$ cat config.mk
export PLATFORM = sky130hd
export DESIGN_NAME = fetch_queue
export DESIGN_NICKNAME = d
export VERILOG_FILES = /design/src/rtl/fetch_pkg.sv /design/src/rtl/fetch_queue_ctrl.sv /design/src/rtl/fetch_queue.sv
export SDC_FILE = /design/constraint.sdc
export NUM_CORES = 1
export LEC_CHECK = 0
export CORE_MARGIN = 2
export CORE_UTILIZATION = 60
export DETAILED_ROUTE_END_ITERATION = 8
export DONT_BUFFER_PORTS = 1
export MAX_ROUTING_LAYER = met4
export PLACE_DENSITY = 0.76
export SLEW_MARGIN = 20
export SYNTH_ARGS = -nofsm -noshare
export SYNTH_HDL_FRONTEND = slang
export SYNTH_SLANG_ARGS = --single-unit
$ cat constraint.sdc
create_clock -name clk -period 24.7 [get_ports clk]
set_clock_uncertainty 0.1 [all_clocks]
set_input_delay 4.94 -clock clk [delete_from_list [all_inputs] [get_ports clk]]
set_output_delay 4.94 -clock clk [all_outputs]
set_load 0.05 [all_outputs]
$ cat src/rtl/fetch_pkg.sv
// Shared fetch-stage constants and the buffered fetch entry layout.
package fetch_pkg;

    localparam int          FETCH_ADDR_W  = 32;
    localparam int          FETCH_INSTR_W = 32;
    localparam logic [31:0] NOP_INSTR     = 32'h0000_0013;
    localparam logic [31:0] RESET_PC      = 32'hBFC0_0000;

    typedef struct packed {
        logic [FETCH_INSTR_W-1:0] instr;
        logic [FETCH_ADDR_W-1:0]  pc;
        logic [FETCH_ADDR_W-1:0]  pcplus4;
    } fetch_entry_t;

endpackage

$ cat src/rtl/fetch_queue_ctrl.sv
// Pointer/occupancy control for the fetch queue: handshakes, flush and reset priority.
// FETCH_QUEUE_BYPASS_EN enables the empty-queue pass-through path.
module fetch_queue_ctrl
    import fetch_pkg::*;
#(
    parameter int  DEPTH = 4,
    localparam int PW    = $clog2(DEPTH),
    localparam int CW    = $clog2(DEPTH) + 1
) (
    input  logic          clk,
    input  logic          rst,
    input  logic          flush,
    input  logic          in_valid,
    input  logic          out_ready,
    output logic          in_ready,
    output logic          out_valid,
    output logic          bypass,
    output logic          wr_en,
    output logic [PW-1:0] rd_ptr,
    output logic [PW-1:0] wr_ptr,
    output logic [CW-1:0] count
);

    logic [PW-1:0] rd_ptr_r;
    logic [PW-1:0] wr_ptr_r;
    logic [CW-1:0] count_r;
    logic          empty_s;
    logic          wr_en_s;
    logic          rd_adv_s;
    logic          bypass_s;

    // Handshake generation; in_ready deliberately ignores out_ready.
    always_comb begin
        empty_s  = (count_r == CW'(0));
        in_ready = (count_r != CW'(DEPTH));
`ifdef FETCH_QUEUE_BYPASS_EN
        bypass_s = empty_s & in_valid & ~flush;
`else
        bypass_s = 1'b0;
`endif
        out_valid = ~empty_s | bypass_s;
        // A bypassed entry taken by decode never touches storage or pointers.
        wr_en_s  = in_valid & in_ready & ~flush & ~rst & ~(bypass_s & out_ready);
        rd_adv_s = out_valid & out_ready & ~flush & ~bypass_s;
    end

    // Pointer and occupancy registers; rst outranks flush, flush outranks traffic.
    always_ff @(posedge clk) begin
        if (rst) begin
            rd_ptr_r <= {PW{1'b0}};
            wr_ptr_r <= {PW{1'b0}};
            count_r  <= {CW{1'b0}};
        end else if (flush) begin
            rd_ptr_r <= {PW{1'b0}};
            wr_ptr_r <= {PW{1'b0}};
            count_r  <= {CW{1'b0}};
        end else begin
            rd_ptr_r <= rd_ptr_r + PW'(rd_adv_s);
            wr_ptr_r <= wr_ptr_r + PW'(wr_en_s);
            count_r  <= count_r + CW'(wr_en_s) - CW'(rd_adv_s);
        end
    end

    assign bypass = bypass_s;
    assign wr_en  = wr_en_s;
    assign rd_ptr = rd_ptr_r;
    assign wr_ptr = wr_ptr_r;
    assign count  = count_r;

endmodule

$ cat src/rtl/fetch_queue.sv
// Fetch-to-decode prefetch FIFO: entry storage plus head output mux.
// FETCH_QUEUE_BYPASS_EN (in fetch_queue_ctrl) forwards in_* when the queue is empty.
module fetch_queue
    import fetch_pkg::*;
#(
    parameter int ADDR_WIDTH  = 32,
    parameter int INSTR_WIDTH = 32,
    parameter int DEPTH       = 4
) (
    input  logic                       clk,
    input  logic                       rst,
    input  logic                       flush,
    input  logic                       in_valid,
    output logic                       in_ready,
    input  logic [INSTR_WIDTH-1:0]     in_instr,
    input  logic [ADDR_WIDTH-1:0]      in_pc,
    input  logic [ADDR_WIDTH-1:0]      in_pcplus4,
    output logic                       out_valid,
    input  logic                       out_ready,
    output logic [INSTR_WIDTH-1:0]     out_instr,
    output logic [ADDR_WIDTH-1:0]      out_pc,
    output logic [ADDR_WIDTH-1:0]      out_pcplus4,
    output logic [$clog2(DEPTH):0]     count
);

    localparam int PW = $clog2(DEPTH);

    fetch_entry_t  mem_r [DEPTH];
    fetch_entry_t  wr_entry_s;
    fetch_entry_t  rd_entry_s;
    logic [PW-1:0] rd_ptr_s;
    logic [PW-1:0] wr_ptr_s;
    logic          wr_en_s;
    logic          bypass_s;

    fetch_queue_ctrl #(
        .DEPTH (DEPTH)
    ) u_ctrl (
        .clk       (clk),
        .rst       (rst),
        .flush     (flush),
        .in_valid  (in_valid),
        .out_ready (out_ready),
        .in_ready  (in_ready),
        .out_valid (out_valid),
        .bypass    (bypass_s),
        .wr_en     (wr_en_s),
        .rd_ptr    (rd_ptr_s),
        .wr_ptr    (wr_ptr_s),
        .count     (count)
    );

    // Pack the incoming fetch bundle into the storage layout.
    always_comb begin
        wr_entry_s.instr   = FETCH_INSTR_W'(in_instr);
        wr_entry_s.pc      = FETCH_ADDR_W'(in_pc);
        wr_entry_s.pcplus4 = FETCH_ADDR_W'(in_pcplus4);
    end

    // Entry storage; contents are intentionally left unreset.
    always_ff @(posedge clk) begin
        if (wr_en_s) begin
            mem_r[wr_ptr_s] <= wr_entry_s;
        end else begin
            mem_r[wr_ptr_s] <= mem_r[wr_ptr_s];
        end
    end

    // Head mux: pass-through, stored head, or a NOP bubble when nothing is valid.
    always_comb begin
        rd_entry_s = mem_r[rd_ptr_s];
        if (bypass_s) begin
            out_instr   = in_instr;
            out_pc      = in_pc;
            out_pcplus4 = in_pcplus4;
        end else if (out_valid) begin
            out_instr   = INSTR_WIDTH'(rd_entry_s.instr);
            out_pc      = ADDR_WIDTH'(rd_entry_s.pc);
            out_pcplus4 = ADDR_WIDTH'(rd_entry_s.pcplus4);
        end else begin
            out_instr   = INSTR_WIDTH'(NOP_INSTR);
            out_pc      = {ADDR_WIDTH{1'b0}};
            out_pcplus4 = {ADDR_WIDTH{1'b0}};
        end
    end

endmodule

Yosys cells after proc, flatten, opt, wreduce, memory -nomap -nowiden
Memories as Yosys holds them, arrays and structs flattened. A register that Yosys moved wholly into a read port is not among the register bits.
Index checks and enable logic that the tools add are counted.

storage, ports and cells
  register bits = 7
  bits in writable memories = 384
  input port bits = 101
  output and inout port bits = 101
  word-level logic and storage cells = 30
  memories = 1

cells by class
  add/sub/neg operators = 4
  equality and inequality tests = 2
  muxes and demuxes = 8
  bitwise operators = 9
  reductions and logical operators = 3

memory list
  name   depth  bits a word  read ports  clocked after Yosys merged registers in  wr ports  line               RTL
  mem_r  4      96           1           1                                        1         fetch_queue.sv:28  fetch_entry_t mem_r [DEPTH];

operators by type and width
  kind                                           number
  32-bit 2-to-1 mux                              3
  96-bit 2-to-1 mux                              1
  1-bit AND                                      5
  2-bit by 1-bit adder with 2-bit output         2
  3-bit by 1-bit adder with 3-bit output         1
  3-bit logical NOT                              1
  1-bit 2-to-1 mux                               3
  3-bit inequality test (second input constant)  1
  1-bit inverter                                 3
  3-bit by 1-bit subtractor with 3-bit output    1
  2-bit 2-to-1 mux                               1
  2-bit AND reduction                            1
  2-bit OR reduction                             1
  0-bit inequality test                          1
  1-bit bitwise OR                               1

Depth between registers and ports, before layout
  depth after elaboration = 7
  depth in mapped cells = 8
  gate-level depth less buffers = 8

By module
A second synthesis with hierarchy kept.

second synthesis, totals
  cell total of the unflattened synthesis = 865
  area total of the unflattened synthesis = 15832.7 um^2

modules (own cells, without submodules)
  module            instances  cells each  area each (um^2)  sequential area each (um^2)
  fetch_queue       1          830         15477.3           11531.1
  fetch_queue_ctrl  1          35          355.3             140.1

Least setup slack after synthesis
Ideal clock, no wire load.

  path kind = in2reg
  start = in flush
  end = mem mem_r[1][0] (netlist name), enable pin
  library setup time = 0.688 ns
  data arrival time = 12.320 ns
  required time = 23.912 ns
  setup slack = 11.592 ns
  stages on the path = 3
  buffers on the path = 0
  cells stage by stage = nor2_1 -> nand3_2 -> nor3b_1

between the ends
  longest elaborated chain between the ends = 6
  elaborated cells between the ends (all ways) = 8
  classes of those cells = mux: 3; bitwise: 4; reduce/logical: 1

RTL lines
  what                                                                                  line                                  RTL
  from (decl)                                                                           fetch_queue.sv:12                     input logic flush,
  1-bit inverter *                                                                      fetch_queue_ctrl.sv:43                wr_en_s = in_valid & in_ready & ~flush & ~rst & ~(bypass_s & out_ready);
  1-bit AND * (2 in a row)                                                              fetch_queue_ctrl.sv:43
  1-bit 2-to-1 mux, on equally long branches                                            fetch_queue.sv:62, fetch_queue.sv:65
  1-bit 2-to-1 mux (implied by the code) / 2-bit AND reduction (equally long branches)  n/a
  1-bit bitwise OR (no line) *                                                          n/a
  to (decl)                                                                             fetch_queue.sv:28

Every way passes the cells marked *; elsewhere a longest branch is shown, timed or not.

Worst setup path after layout
  start = reg u_ctrl.count_r[1] (netlist: u_ctrl.count[1])
  end = out out_instr[25]

between the ends
  longest elaborated chain between the ends = 2

RTL lines
  what                    line                    RTL
  from (decl)             fetch_queue_ctrl.sv:26  logic [CW-1:0] count_r;
  from (signal assigned)  fetch_queue_ctrl.sv:52  count_r <= {CW{1'b0}};
  from (signal assigned)  fetch_queue_ctrl.sv:56  count_r <= {CW{1'b0}};
  from (signal assigned)  fetch_queue_ctrl.sv:60  count_r <= count_r + CW'(wr_en_s) - CW'(rd_adv_s);
  3-bit logical NOT       fetch_queue_ctrl.sv:34  empty_s = (count_r == CW'(0));
  32-bit 2-to-1 mux       fetch_queue.sv:76       end else if (out_valid) begin
  to (decl)               fetch_queue.sv:20       output logic [INSTR_WIDTH-1:0] out_instr,

Every way passes these cells.

==> results.json <==
{
  "postRouteAntennaNets": 0,
  "hold_violations": 0,
  "synthTopCellsByArea": "edfxtp_1, mux4_2, and2_1",
  "yosysMostFrequentCell": "edfxtp_1",
  "r2r-start": "u_ctrl.count[1]",
  "drt_first_iter_violations": 490,
  "synth_edf_count": 384,
  "grt_overflow": 0,
  "fill_cells": 1491,
  "cts_tree": "built",
  "grt_pass1_wl_um": 40740,
  "post_cts_buffers": 0,
  "diodes": 0,
  "coreArea_um2": 24320,
  "clk_path_buf_depth": 3,
  "post-place-ws_ps": 16580,
  "power.density_nw_per_um2": 79.98,
  "grt_setup_unrepaired": "no",
  "vdd_ir_drop_max_mv": 0.05488,
  "holdBufCountCts": 0,
  "multi_input_area_um2": 2997,
  "max_freq_mhz": 117.4,
  "yosys_warnings": 0,
  "r2r_end": "mem_r[3][61]",
  "cts_max_level": 2,
  "port_buffers": 0,
  "end_kind": "primary output",
  "worstPathRequired_ps": 19660,
  "worstPathArrival_ps": 3480,
  "grt_usage_pct": 21.50,
  "synth_top_area_share_pct": 77.73,
  "synthDistinctLibCells": 24,
  "start_kind": "flop",
  "post-dp-hpwl_um": 14710,
  "finalWirelength_um": 26110,
  "cts_resized": 0,
  "synthCells": 646,
  "max_slew.worst_pin.slew_ps": 916.5,
  "endpoint": "out_instr[25]",
  "first_pass_iters": 5,
  "vias": 6267,
  "period_needed_ps": 8519,
  "cts_root_buf": "clkbuf_16",
  "post-synth-top-area-cell": "edfxtp_1",
  "min_period_over_period_pct": 34.49,
  "cpMaxStageDelayCell": "dfxtp_1",
  "setup_viol": 0,
  "synth_area_per_cell_um2": 22.97,
  "layout.nets": 769,
  "grt_pass1_vias": 6840,
  "num_rows": 57,
  "r2r_slack_ps": 21130,
  "rr_worst_depth": 5,
  "cts.sinks": 391,
  "grt_max_degree": 60,
  "synth_top_cells_by_count": "edfxtp_1, and2_1, mux4_2, clkbuf_1, buf_2",
  "crit_type": "flop to primary output",
  "regArea_um2": 11680,
  "clk_pin_slew_ps": 60,
  "viasPerCell": 6.150,
  "drive_gt1_share_pct": 24.03,
  "async_flop_share_pct": 0,
  "drcViolationCount": 0,
  "routedWlPerCell_um": 25.62,
  "timing.critical_path.cells": "nor3_1, inv_2, buf_4, and2_1",
  "maxCapViolCount": 0,
  "syn_nets": 750,
  "initial_core_util_pct": 61.00,
  "drv_slew": 0,
  "die_x_um": 161.2,
  "gp_congestion": 0.7296,
  "status": "completed",
  "fin_tns_setup_ps": 0,
  "max-slew-margin-rel_pct": 38.90,
  "ios": 202,
  "netlist_area_um2": 14840,
  "clk_latency_ps": 510,
  "p_leak_nw": 5.010,
  "die_y_um": 161.2,
  "synth_seq_cells": 391,
  "slowest_delay_ps": 790,
  "hold_class": "flop to flop",
  "worst_slack_ps": 16180,
  "synth-main-ff-cell": "edfxtp_1",
  "area_growth_pct": 10.16,
  "antenna_found_initial": 0,
  "yosysSeqAreaShare_pct": 78.67,
  "cts_buffers": 39,
  "cp-startpoint": "u_ctrl.count[1]",
  "dieArea_um2": 26000,
  "worstPathMaxFanout": 57
}
==> kinds of logic after synthesis <==
group | share of synthesized area (%)
flip-flops | 78.67
AND/OR/NAND/NOR | 4.723
multiplexers | 14.57
adder cells (fa/ha/maj) | 0.3036
AO/OA/AOI/OAI | 0.1097
XOR/XNOR | 0.3542
buffers and inverters | 1.265
==> registers in the layout, indices dropped and copies added (netlist names) <==
register       count
mem_r            384
u_ctrl.wr_ptr      2
u_ctrl.rd_ptr      2
u_ctrl.count       3
==> placed cells by master (no fill, tap or decap), drive strengths merged <==
master	n
edfxtp	384
mux4	96
and2	96
clkbuf	53
clkinv	17
buf	10
dfxtp	7
nor3	6
xnor2	4
or2	3
inv	3
nor2	2
nor3b	2
xor2	2
ha	2
or3b	1
nand3	1
o31ai	1
nand2	1
and3	1
o311ai	1
fa	1
clkinvlp	1
==> metal layers <==
metal  part of all wire [%]  vias to the layer above  GRT usage, %
met1                     39                     3287         27.88
met4                    2.5                        0         5.966
li1                       -                     2679             -
met5                      0                        -             -
met2                     50                      256         33.38
met3                    9.1                       45         7.139
==> worst min-delay path by stage <==
stage                          start          endpoint  slack (ps)  cells after the start
finish              u_ctrl.wr_ptr[1]  u_ctrl.wr_ptr[1]         570                      2
detailed placement  u_ctrl.wr_ptr[1]  u_ctrl.wr_ptr[1]         510                      2
global route        u_ctrl.wr_ptr[1]  u_ctrl.wr_ptr[1]         620                      2
floorplan           u_ctrl.wr_ptr[1]  u_ctrl.wr_ptr[1]         450                      2
CTS                 u_ctrl.wr_ptr[1]  u_ctrl.wr_ptr[1]         590                      2
global placement    u_ctrl.wr_ptr[1]  u_ctrl.wr_ptr[1]         510                      2
==> per-stage QoR <==
step           instances  area, µm²  power, mW  util, %  hold slack (ps)
2_1_floorplan        646      14840     0.7823        -            447.2
3_3_place_gp         948      15170     0.7856    62.37            510.2
3_5_place_dp         948      15170     0.7866    62.37            510.5
4_1_cts             1019      16340      1.320    67.19            585.8
5_1_grt             1019      16340      1.349    67.20            616.2
6_report            1019      16340      1.307    67.20            571.0
==> where the power goes <==
group / switching, mW / internal (mW)
registers: 0.00235 / 0.735
logic: 0.0261 / 0.00883
clock network: 0.226 / 0.309
==> final cells by class <==
class / instances / area share [%]
flip-flops and latches: 391 / 71.46
multi-input cells: 220 / 18.34
clock buffers: 53 / 6.676
well taps: 324 / 2.480
clock inverters: 18 / 0.4976
repair buffers: 10 / 0.4823
inverters: 3 / 0.06890
==> worst max-delay path: cells and delay by family (launching register included) <==
kind / cells / cell delay (ps)
buffers and inverters: 2 / 1280
DFF: 1 / 790
and+or+nand+nor: 2 / 830
Power figures use the tool's default switching activity.
